$ cat src/rtl/mnist_seq_pkg.sv
// rtl/mnist_seq_pkg.sv - shared types and helpers for the MNIST inference sequencer
package mnist_seq_pkg;

  typedef enum logic [1:0] {IDLE, RUN, DRAIN, DONE} state_t;

  localparam int CLS_W = 4;

  // NaR is the pattern with only the sign bit set
  function automatic int unsigned nar_value(input int unsigned width);
    return 32'd1 << (width - 1);
  endfunction

endpackage

$ cat src/rtl/mnist_inference_sequencer_argmax.sv
// rtl/mnist_inference_sequencer_argmax.sv - streaming signed-posit argmax tracker
// idx/score present the best so far including the element currently offered.
module posit_argmax
  import mnist_seq_pkg::*;
#(
  parameter int POSIT_WIDTH = 4,
  parameter int IDX_W = CLS_W
) (
  input  logic                   clk,
  input  logic                   rst,
  input  logic                   start,
  input  logic                   valid,
  input  logic [POSIT_WIDTH-1:0] data,
  output logic [IDX_W-1:0]       idx,
  output logic [POSIT_WIDTH-1:0] score
);

  localparam logic [POSIT_WIDTH-1:0] NAR = POSIT_WIDTH'(nar_value(POSIT_WIDTH));

  logic [IDX_W-1:0]       cur_idx;
  logic [IDX_W-1:0]       best_idx;
  logic [POSIT_WIDTH-1:0] best_score;
  logic                   better;

  // Strict compare keeps the lower index on ties; NaR never wins over a real value
  always_comb begin
    better = (data != NAR) &&
             ((best_score == NAR) || ($signed(data) > $signed(best_score)));
    idx    = start ? '0 : (better ? cur_idx : best_idx);
    score  = (start || better) ? data : best_score;
  end

  always_ff @(posedge clk) begin
    if (rst) begin
      cur_idx    <= '0;
      best_idx   <= '0;
      best_score <= '0;
    end else if (valid) begin
      best_idx   <= idx;
      best_score <= score;
      cur_idx    <= start ? IDX_W'(1) : cur_idx + IDX_W'(1);
    end
  end

endmodule

$ cat src/rtl/mnist_inference_sequencer.sv
// rtl/mnist_inference_sequencer.sv - job admission, credit throttling and argmax classification
module mnist_inference_sequencer
  import mnist_seq_pkg::*;
#(
  parameter int IN_W          = 8,
  parameter int POSIT_WIDTH   = 4,
  parameter int WORDS_PER_PIC = 392,
  parameter int NB_CLASSES    = 10,
  parameter int PICS_W        = 8,
  parameter int MAX_INFLIGHT  = 2
) (
  input  logic                   clk,
  input  logic                   rst,
  input  logic                   cfg_start,
  input  logic [PICS_W-1:0]      cfg_nb_pics,
  output logic                   busy_o,
  output logic                   done_o,
  input  logic                   src_rts_i,
  output logic                   src_rtr_o,
  input  logic [IN_W-1:0]        src_data_i,
  output logic                   dn_rts_o,
  input  logic                   dn_rtr_i,
  output logic                   dn_eow_o,
  output logic [IN_W-1:0]        dn_data_o,
  input  logic                   res_rts_i,
  output logic                   res_rtr_o,
  input  logic                   res_eow_i,
  input  logic [POSIT_WIDTH-1:0] res_posit_i,
  output logic                   class_valid_o,
  output logic [3:0]             class_o,
  output logic [POSIT_WIDTH-1:0] class_score_o,
  output logic [PICS_W-1:0]      pic_idx_o,
  output logic                   err_o
);

  localparam int WC_W = $clog2(WORDS_PER_PIC);
  localparam int IF_W = $clog2(MAX_INFLIGHT + 1);

  state_t                 state;
  logic [PICS_W-1:0]      nb_pics, admitted, classified;
  logic [WC_W-1:0]        word_cnt;
  logic [IF_W-1:0]        inflight;
  logic [CLS_W-1:0]       cls_cnt, best_idx;
  logic [POSIT_WIDTH-1:0] best_score;
  logic gate, xfer, last_word, admit, res_xfer, last_res, classify;

  // Credit only blocks the first word of a picture, never a picture already started
  assign gate      = (state == RUN) && ((word_cnt != '0) || (inflight < IF_W'(MAX_INFLIGHT)));
  assign dn_rts_o  = src_rts_i & gate;
  assign src_rtr_o = dn_rtr_i & gate;
  assign dn_data_o = src_data_i;
  assign xfer      = dn_rts_o & dn_rtr_i;
  assign last_word = (word_cnt == WC_W'(WORDS_PER_PIC - 1));
  assign dn_eow_o  = dn_rts_o & last_word;
  assign admit     = xfer & last_word;
  assign res_xfer  = res_rts_i & res_rtr_o;
  assign last_res  = (cls_cnt == CLS_W'(NB_CLASSES - 1));
  assign classify  = res_xfer & last_res;

  posit_argmax #(.POSIT_WIDTH(POSIT_WIDTH), .IDX_W(CLS_W)) u_argmax (
    .clk   (clk),
    .rst   (rst),
    .start (cls_cnt == '0),
    .valid (res_xfer),
    .data  (res_posit_i),
    .idx   (best_idx),
    .score (best_score)
  );

  always_ff @(posedge clk) begin
    if (rst) begin
      state         <= IDLE;
      busy_o        <= 1'b0;
      done_o        <= 1'b0;
      res_rtr_o     <= 1'b0;
      nb_pics       <= '0;
      admitted      <= '0;
      classified    <= '0;
      word_cnt      <= '0;
      inflight      <= '0;
      cls_cnt       <= '0;
      class_valid_o <= 1'b0;
      class_o       <= '0;
      class_score_o <= '0;
      pic_idx_o     <= '0;
      err_o         <= 1'b0;
    end else begin
      class_valid_o <= 1'b0;
      done_o        <= 1'b0;
      if (xfer) word_cnt <= last_word ? '0 : word_cnt + WC_W'(1);
      if (admit) admitted <= admitted + PICS_W'(1);
      if (admit && !classify) inflight <= inflight + IF_W'(1);
      if (!admit && classify) inflight <= inflight - IF_W'(1);
      if (res_xfer) begin
        cls_cnt <= last_res ? '0 : cls_cnt + CLS_W'(1);
        if (res_eow_i != last_res) err_o <= 1'b1;
      end
      if (classify) begin
        class_valid_o <= 1'b1;
        class_o       <= best_idx;
        class_score_o <= best_score;
        pic_idx_o     <= classified;
        classified    <= classified + PICS_W'(1);
      end
      case (state)
        IDLE: if (cfg_start) begin
          nb_pics    <= cfg_nb_pics;
          admitted   <= '0;
          classified <= '0;
          word_cnt   <= '0;
          inflight   <= '0;
          cls_cnt    <= '0;
          err_o      <= 1'b0;
          if (cfg_nb_pics == '0) begin
            state  <= DONE;
            done_o <= 1'b1;
          end else begin
            state     <= RUN;
            busy_o    <= 1'b1;
            res_rtr_o <= 1'b1;
          end
        end
        // Leave RUN on the last admission so no stray word slips in
        RUN: if (admit && (admitted + PICS_W'(1) == nb_pics)) state <= DRAIN;
        DRAIN: if (classified == nb_pics) begin
          state     <= DONE;
          busy_o    <= 1'b0;
          res_rtr_o <= 1'b0;
          done_o    <= 1'b1;
        end
        default: state <= IDLE;
      endcase
    end
  end

endmodule

$ cat config.mk
export PLATFORM = sky130hd
export DESIGN_NAME = mnist_inference_sequencer
export DESIGN_NICKNAME = d
export VERILOG_FILES = /design/src/rtl/mnist_seq_pkg.sv /design/src/rtl/mnist_inference_sequencer_argmax.sv /design/src/rtl/mnist_inference_sequencer.sv
export SDC_FILE = /design/constraint.sdc
export NUM_CORES = 1
export LEC_CHECK = 0
export CAP_MARGIN = 20
export CELL_PAD_IN_SITES_DETAIL_PLACEMENT = 1
export CELL_PAD_IN_SITES_GLOBAL_PLACEMENT = 1
export CORE_MARGIN = 8
export CORE_UTILIZATION = 25
export CTS_BUF_LIST = sky130_fd_sc_hd__clkbuf_16
export DETAILED_ROUTE_END_ITERATION = 10
export GPL_TIMING_DRIVEN = 0
export MAX_ROUTING_LAYER = met4
export PLACE_DENSITY_LB_ADDON = 0.3
export SETUP_SLACK_MARGIN = 0.3
export SYNTH_ARGS = -nofsm -noshare
export SYNTH_HDL_FRONTEND = slang
export SYNTH_SLANG_ARGS = --single-unit
$ cat constraint.sdc
create_clock -name clk -period 2 [get_ports clk]
set_input_delay 0.4 -clock clk [delete_from_list [all_inputs] [get_ports clk]]
set_output_delay 0.4 -clock clk [all_outputs]
set_load 0.01 [all_outputs]
==> impl_metrics.json, run 1 <==
{
  "die_area_um2": 19600,
  "p_per_area_nw_per_um2": 793,
  "nFillCells": 1745,
  "route.vias.total": 3716,
  "regArea_um2": 1500,
  "p_leak_uw": 0.00211,
  "syn_inst": 476,
  "holdBufCountCts": 0,
  "initial_core_util_pct": 25.4,
  "worst_clock_skew_ns": 0.00806,
  "yosysSeqAreaShare_pct": 38.0,
  "ctsHtreeMaxLevel": 3,
  "worst_setup_path_start_kind": "primary input",
  "cp_max_fo": 6,
  "nets": 608,
  "outcome": "finished, violations left",
  "drv_slew": 0,
  "ir_drop_v": 0.000421,
  "drt_pass1_iterations": 4,
  "violations": "setup timing",
  "place_area_um2": 4710,
  "synthArstFlopShare_pct": 0,
  "grt_pass1_vias": 3978,
  "place.gp.congestion": 0.762,
  "antenna_left": 0,
  "rsz0062_at_grt": "true",
  "drive_gt1_share_pct": 32.2,
  "area_delta_synth_final_pct": 51.0,
  "min_period_over_period_pct": 100,
  "syn_area_um2": 3850,
  "vias_per_cell": 4.89,
  "boundaryPins": 59,
  "ys.flop_type": "dfxtp_1",
  "hpwlAfterDp_um": 9090,
  "clk_pin_slew_ns": 0.06,
  "avgSynthCellArea_um2": 8.08,
  "timing.final.ws_setup_ns": -0.00932,
  "cts_root_buf": "clkbuf_16",
  "min_path_type": "in -> reg",
  "drtIter0Drc": 177,
  "grt_max_degree": 12,
  "p_total_uw": 4610,
  "rows": 45,
  "design_area_um2": 5810,
  "multiInputGateArea_um2": 2680,
  "setup_tns_ns": -0.00932,
  "diodes": 0,
  "final_common_cell": "nand2_1",
  "worst_skew_pair.late_latency_ns": 0.34,
  "cp-end-kind": "register",
  "critPathArrivalTime_ns": 2.26,
  "finalCriticalPeriod_ns": 2.01,
  "route.detailed.drc": 0,
  "path_class": "in -> reg",
  "utilization_pct": 38.4,
  "ys_types": 60,
  "ctsLongestPathBuffers": 2,
  "synth_edf_count": 0,
  "cts_tree": "yes",
  "core_um2": 15100,
  "crit_required_ns": 2.25,
  "numCtsBuffers": 9,
  "hold_viol_final": 0,
  "finalSetupViolCount": 1,
  "syn_nets": 516,
  "wire_per_inst_um": 17.2,
  "die_height_um": 140,
  "synth.top_cell.area_share_pct": 38.0,
  "max_freq_mhz": 498,
  "worst_pin_slew_ns": 0.853,
  "ys_ff_latch": 73,
  "dp_slack_ns": -0.666,
  "die_w_um": 140,
  "r2r_setup_slack_ns": 0.01,
  "final_cell_mix": "nand2_1, dfxtp_1, nor2_1",
  "synthTopCellsByArea": "dfxtp_1, nand2_1, xnor2_1",
  "grt_pass1_wl_um": 20500,
  "clock-sinks": 73,
  "maxCapViolations": 0,
  "yosys.area.top_type": "dfxtp_1",
  "port_buffers": 49,
  "finalWirelength_um": 13000,
  "ys_warn_count": 0,
  "antenna_found_initial": 0,
  "grt_overflow": 0,
  "slew_headroom_pct": 43.2,
  "grt.total_usage_pct": 13.5
}
## through the flow
stage / instances / hold WS [ns]
2_1_floorplan: 476 / 0.439
3_3_place_gp: 713 / 0.449
3_5_place_dp: 714 / 0.451
4_1_cts: 749 / 0.459
5_1_grt: 760 / 0.383
6_report: 760 / 0.390
## flip-flops by register name, summed over array words and instances (netlist names)
name,count
state,2
admitted,8
u_argmax.best_idx,4
class_valid_o,1
word_cnt,9
inflight,2
u_argmax.cur_idx,4
classified,8
pic_idx_o,8
class_o,4
class_score_o,4
done_o,1
u_argmax.best_score,4
err_o,1
nb_pics,8
res_rtr_o,1
cls_cnt,4
## routing by layer
metal | global-route usage [%] | vias to the layer above | wire length, µm
met5 | - | - | 0
met4 | 4.51 | 0 | 225
met3 | 3.33 | 16 | 416
met2 | 22.7 | 58 | 6490
met1 | 15.6 | 1819 | 5910
li1 | - | 1823 | -
## cell usage after synthesis, drive strengths merged (5+ instances only)
cell type  instances
xnor2             28
a311oi             5
xor2              15
o21ai             17
or3                7
and3               6
nor2              54
a21oi             32
buf               13
nand4             11
and2               6
clkbuf            20
nand2             78
ha                13
nand3             18
dfxtp             73
a31oi              5
inv               15
or4                6
## worst max-delay path, cell delays in order
cell,delay [ns]
dlygate4sd2_1,0.34
ha_4,0.33
nand3_1,0.07
nand2_1,0.09
a21oi_2,0.05
buf_4,0.14
o31ai_4,0.23
buf_12,0.16
a21oi_4,0.08
buf_12,0.16
o32ai_2,0.20
## where the power goes
part	total [µW]	switching (µW)	internal, µW
clock	1550	613	941
sequential	1630	95.1	1530
combinational	1430	760	668
total	4610	1470	3140
## path summary, 6_finish.rpt
check,from,endpoint,depth (start not counted)
max,res_posit_i[2],u_argmax.best_idx[0]$_SDFFE_PP0P_,11
min,cfg_nb_pics[3],nb_pics[3]$_SDFFE_PP0P_,3
max reg2reg,u_argmax.best_score[3]$_SDFFE_PP0P_,u_argmax.best_idx[0]$_SDFFE_PP0P_,10
min reg2reg,pic_idx_o[7]$_SDFFE_PP0P_,pic_idx_o[7]$_SDFFE_PP0P_,2
## layout make-up
cell class	count	share of cell area [%]
buffer	33	4.16
clock buffer	9	3.88
clock inverter	6	0.883
inverter	15	0.969
multi-input combinational	355	46.0
sequential	73	25.8
tap	188	4.05
timing repair buffer	81	14.3
## repair_timing
item / 4_1_cts / 5_1_grt
pin swaps: 20 / 34
setup buffers: 20 / 10
gates resized for setup: 83 / 94
setup endpoints to repair: 64 / 64
gates cloned: 0 / 1
## cell families after synthesis
group                    count (synthesis)  share of synthesized area, %
multiplexers                             3                         0.813
XOR/XNOR                                43                          9.79
AND/OR/NAND/NOR                        209                          26.8
flip-flops                              73                          38.0
buffers and inverters                   48                          5.66
adder cells (fa/ha/maj)                 13                          4.23
AO/OA/AOI/OAI                           87                          14.8
Power figures use the tool's default switching activity.
==> inputs of run 2 (changes only) <==
--- a/config.mk
+++ b/config.mk
@@ -8,7 +8,6 @@
 export CAP_MARGIN = 20
 export CELL_PAD_IN_SITES_DETAIL_PLACEMENT = 1
 export CELL_PAD_IN_SITES_GLOBAL_PLACEMENT = 1
-export CORE_MARGIN = 8
 export CORE_UTILIZATION = 25
 export CTS_BUF_LIST = sky130_fd_sc_hd__clkbuf_16
 export DETAILED_ROUTE_END_ITERATION = 10
==> run 2 against run 1 <==
Compared with the run above:
- the run still ends with setup timing left
- largest cell class unchanged
- wire length fell by 3.3%
- global-route usage rose by 3.3 points
- clock power rose by 14%
- via count fell by 0.24%
==> impl_metrics.json, run 2 (synthesis gave the netlist of run 1 again) <==
{
  "core_um2": 14800,
  "area_delta_synth_final_pct": 47.7,
  "drive_gt1_share_pct": 29.8,
  "violations": "setup timing",
  "clock-sinks": 73,
  "critPathArrivalTime_ns": 2.28,
  "cp-end-kind": "register",
  "rsz0062_at_grt": "true",
  "p_per_area_nw_per_um2": 828,
  "outcome": "finished, violations left",
  "cp_max_fo": 7,
  "timing.final.ws_setup_ns": -0.0146,
  "worst_skew_pair.late_latency_ns": 0.34,
  "place_inst": 710,
  "grt_max_degree": 14,
  "worst_pin_slew_ns": 0.703,
  "finalCriticalPeriod_ns": 2.01,
  "nets": 598,
  "nFillCells": 1698,
  "final_cells": 747,
  "grt_overflow": 0,
  "slew_headroom_pct": 53.1,
  "largest_reg_flops": 9,
  "finalWirelength_um": 12600,
  "drv_slew": 0,
  "drtIter0Drc": 106,
  "min_path_type": "reg -> reg",
  "maxCapViolations": 0,
  "ctsHtreeMaxLevel": 3,
  "die_height_um": 126,
  "vias_per_cell": 4.96,
  "boundaryPins": 59,
  "antenna_left": 0,
  "clk_pin_slew_ns": 0.06,
  "holdBufCountCts": 0,
  "setup_tns_ns": -0.0271,
  "cts_root_buf": "clkbuf_16",
  "final_cell_mix": "nand2_1, dfxtp_1, nor2_1",
  "diodes": 0,
  "port_buffers": 49,
  "crit_required_ns": 2.26,
  "final_common_cell": "nand2_1",
  "hpwlAfterDp_um": 8660,
  "worst_hold_slack_ns": 0.461,
  "r2r_setup_slack_ns": -0.01,
  "worst_setup_path_start_kind": "register",
  "route.detailed.drc": 0,
  "antenna_found_initial": 0,
  "place.gp.congestion": 0.763,
  "cts_tree": "yes",
  "route.vias.total": 3707,
  "top_register": "word_cnt",
  "grt_pass1_wl_um": 20200,
  "numCtsBuffers": 9,
  "die_area_um2": 15900,
  "wire_per_inst_um": 16.9,
  "drt_pass1_iterations": 4,
  "p_total_uw": 4700,
  "ir_drop_v": 0.000461,
  "ctsLongestPathBuffers": 2,
  "grt_pass1_vias": 3993,
  "p_leak_uw": 0.00203,
  "initial_core_util_pct": 26.1,
  "finalSetupViolCount": 2,
  "min_period_over_period_pct": 101,
  "path_class": "reg -> reg",
  "worst_clock_skew_ns": 0.00604,
  "grt.total_usage_pct": 16.8,
  "utilization_pct": 38.5,
  "max_freq_mhz": 496,
  "die_w_um": 126,
  "rows": 44,
  "hold_viol_final": 0
}
==> run 2: changes by cell type in the layout (fill, tap and decap cells not counted), moves of 3 or more <==
| cell | delta |
|---|---|
| buf_4 | -3 |
| clkdlybuf4s50_1 | +3 |
| o32ai_1 | +4 |
| o32ai_2 | -4 |
| clkbuf_2 | +3 |
==> run 2: report_power, final <==
group          switching (µW)  internal [µW]  leakage (µW)
Clock                     678           1090      0.000152
Sequential               97.5           1530      0.000600
Combinational             731            574       0.00128
==> run 2: routing by layer <==
metal	vias up	global-route usage, %	part of all wire (%)
met2	60	28.7	51
met3	16	3.61	2.6
li1	1802	-	-
met5	-	-	0
met4	0	6.09	1.6
met1	1829	19.2	45
==> run 2: cell type report <==
type / count / area (µm²) / area share, %
clock buffers: 9 / 225 / 3.96
flip-flops and latches: 73 / 1500 / 26.4
plain buffers: 33 / 243 / 4.27
multi-input cells: 355 / 2620 / 46.0
well taps: 184 / 230 / 4.05
inverters: 15 / 56.3 / 0.991
clock inverters: 7 / 93.8 / 1.65
repair buffers: 71 / 721 / 12.7
==> run 2: through the flow <==
step                      setup slack (ns)  instance area, µm²
final                              -0.0146                5680
after global placement              -0.682                4690
after floorplan                   -0.00242                3970
after CTS                          -0.0763                5380
after detailed placement            -0.710                4700
after global routing               -0.0919                5680
==> run 2: final timing paths <==
kind / to / from / cells after the start
worst max-delay path: state[0]$_SDFFE_PP0P_ / nb_pics[4]$_SDFFE_PP0P_ / 7
worst max register to register: state[0]$_SDFFE_PP0P_ / nb_pics[4]$_SDFFE_PP0P_ / 7
worst min register to register: pic_idx_o[6]$_SDFFE_PP0P_ / pic_idx_o[6]$_SDFFE_PP0P_ / 2
worst min-delay path: pic_idx_o[6]$_SDFFE_PP0P_ / pic_idx_o[6]$_SDFFE_PP0P_ / 2
==> run 2: repair_timing <==
action	in CTS	in global routing
gates resized for setup	87	74
pin swaps	38	23
endpoints found under the setup margin	65	57
setup buffers	15	5
gates cloned	1	0
==> run 2: worst max-delay path, cell delays in order (launching register included) <==
cell and delay [ns]:
dfxtp_1 0.29, buf_2 0.18, or4_1 0.54, o31a_2 0.14, a31oi_2 0.17, o2111a_2 0.24, mux2_4 0.30, o211ai_1 0.07
==> inputs of run 3 (changes only) <==
--- a/config.mk
+++ b/config.mk
@@ -8,6 +8,7 @@
 export CAP_MARGIN = 20
 export CELL_PAD_IN_SITES_DETAIL_PLACEMENT = 1
 export CELL_PAD_IN_SITES_GLOBAL_PLACEMENT = 1
+export CORE_MARGIN = 4
 export CORE_UTILIZATION = 25
 export CTS_BUF_LIST = sky130_fd_sc_hd__clkbuf_16
 export DETAILED_ROUTE_END_ITERATION = 10
==> run 3 against run 2 <==
Compared with the run above:
- the flow still finishes with violations (setup timing)
- largest cell class unchanged
- clock skew barely moved
- first-iteration DRC count up 100%
- power decreased by 7.0%
- non-clock buffer count unchanged
- critical path depth decreased by 2
- combinational power about the same
- largest power group is now registers
- maximum frequency is 0.69% lower
- flip-flop and latch count is the same
==> impl_metrics.json, run 3 (synthesis gave the netlist of run 1 again) <==
{
  "finalSetupViolCount": 2,
  "worst_skew_pair.late_latency_ns": 0.34,
  "drive_gt1_share_pct": 27.8,
  "p_sw_share_pct": 32.7,
  "drv_slew": 0,
  "slowest_delay_ns": 0.36,
  "path_class": "reg -> out",
  "reg2reg_depth": 7,
  "maxCapViolations": 0,
  "power.switching_uw": 1430,
  "initial_core_util_pct": 25.4,
  "holdPathEnd": "nb_pics[1]$_SDFFE_PP0P_",
  "drtIter0Drc": 214,
  "final_common_cell": "nand2_1",
  "hold_viol_final": 0,
  "rows": 45,
  "area_delta_synth_final_pct": 44.2,
  "path_cells": "nor4_4, nand3_1, and3_1, and2_1, buf_2",
  "critPathArrivalTime_ns": 1.63,
  "p_per_area_nw_per_um2": 788,
  "crit_buf_inv": 1,
  "p_clk_share_pct": 32.8,
  "p_leak_uw": 0.00205,
  "cts_tree": "yes",
  "min_period_over_period_pct": 101,
  "min_from": "cfg_nb_pics[1]",
  "worstReg2RegStart": "admitted[3]$_SDFF_PP0_",
  "min_path_type": "in -> reg",
  "route.detailed.drc": 0,
  "vias_per_cell": 4.91,
  "ctsHtreeMaxLevel": 3,
  "cp_max_fo": 4,
  "cp_slowest_cell": "dfxtp_4",
  "finalCriticalPeriod_ns": 2.03,
  "outcome": "finished, violations left",
  "r2r_setup_slack_ns": 0,
  "dp_slack_ns": -0.642,
  "place.gp.congestion": 0.779,
  "antenna_found_initial": 0,
  "grt_max_degree": 12,
  "cp-end-kind": "primary output",
  "die_area_um2": 17400,
  "clock-sinks": 73,
  "die_w_um": 132,
  "grt.total_usage_pct": 14.5,
  "intPower_uw": 2940,
  "grt_overflow": 0,
  "antenna_left": 0,
  "nets": 598,
  "utilization_pct": 36.6,
  "boundaryPins": 59,
  "top_register": "word_cnt",
  "crit_family": "simple AND/OR/NAND/NOR gates",
  "worst_clock_skew_ns": 0.00632,
  "setup_tns_ns": -0.0410,
  "route.vias.total": 3685,
  "ir_drop_v": 0.000477,
  "largest_reg_flops": 9,
  "core_um2": 15100,
  "diodes": 0,
  "drt_pass1_iterations": 4,
  "rsz0062_at_grt": "true",
  "holdBufCountCts": 0,
  "timing.final.ws_setup_ns": -0.0286,
  "crit_required_ns": 1.60,
  "cts_root_buf": "clkbuf_16",
  "hold_depth": 3,
  "place_area_um2": 4710,
  "port_buffers": 49,
  "worst_pin_slew_ns": 0.669,
  "grt_pass1_wl_um": 19800,
  "finalWirelength_um": 12900,
  "slew_headroom_pct": 55.4,
  "die_height_um": 132,
  "final_cell_mix": "nand2_1, dfxtp_1, nor2_1",
  "wire_per_inst_um": 17.1,
  "design_area_um2": 5550,
  "ctsLongestPathBuffers": 2,
  "hpwlAfterDp_um": 8830,
  "worst_setup_path_start_kind": "register",
  "power_frac_seq_pct": 37.2,
  "worst_r2r_endpoint": "state[0]$_SDFFE_PP0P_",
  "numCtsBuffers": 9,
  "max_freq_mhz": 493,
  "place_inst": 714,
  "final_cells": 750,
  "comb_power_share_pct": 30.0,
  "grt_pass1_vias": 3767,
  "clk_pin_slew_ns": 0.06,
  "violations": "setup timing"
}
## run 3: worst max path at each step
stage	start	to	slack, ns	cells after the start
2_1_floorplan	word_cnt[5]$_SDFF_PP0_	state[0]$_SDFFE_PP0P_	-0.002	6
6_report	word_cnt[4]$_SDFF_PP0_	dn_eow_o	-0.03	5
3_3_place_gp	res_posit_i[1]	u_argmax.best_idx[1]$_SDFFE_PP0P_	-0.64	8
3_5_place_dp	res_posit_i[1]	u_argmax.best_idx[1]$_SDFFE_PP0P_	-0.64	8
5_1_grt	word_cnt[4]$_SDFF_PP0_	dn_eow_o	-0.09	5
4_1_cts	word_cnt[4]$_SDFF_PP0_	state[0]$_SDFFE_PP0P_	-0.07	6
## run 3: what timing repair did
item                                    4_1_cts  5_1_grt
pin swaps                                    24       25
endpoints found under the setup margin       66       63
setup buffers                                11        8
cloned                                        1        1
gates resized for setup                      82       62
## run 3: power groups by stage
stage	logic [µW]	clock network (µW)	registers [µW]
after global placement	1000	0	1650
after floorplan	686	0	1620
after detailed placement	1030	0	1650
after global routing	1420	1540	1640
final	1310	1430	1630
after CTS	1140	1480	1620
## run 3: area by class of cell
type                    instances  area, µm²
repair buffers                 71        709
flip-flops and latches         73       1490
clock buffers                   9        225
multi-input cells             355       2570
well taps                     188        235
clock inverters                 6       28.8
inverters                      15       56.3
fillers                      1766       9600
plain buffers                  33        234
## run 3: stage by stage
step	hold WS [ns]	total power, µW
floorplan	0.439	2310
global placement	0.448	2650
detailed placement	0.453	2680
CTS	0.461	4250
global route	0.427	4610
finish	0.408	4370
## run 3: worst min-delay path: cells and delay by family
kind,cells,cell delay [ns]
AOI/OAI and AO/OA,1,0.05
buffers and inverters,1,0.17
and+or+nand+nor,1,0.07
## run 3: per-layer routing
layer | routed length, µm | GRT usage (%) | vias to the layer above
met5 | 0 | - | -
met4 | 153 | 3.33 | 0
met3 | 469 | 3.93 | 15
met2 | 6570 | 24.1 | 60
met1 | 5660 | 17.5 | 1801
li1 | - | - | 1809
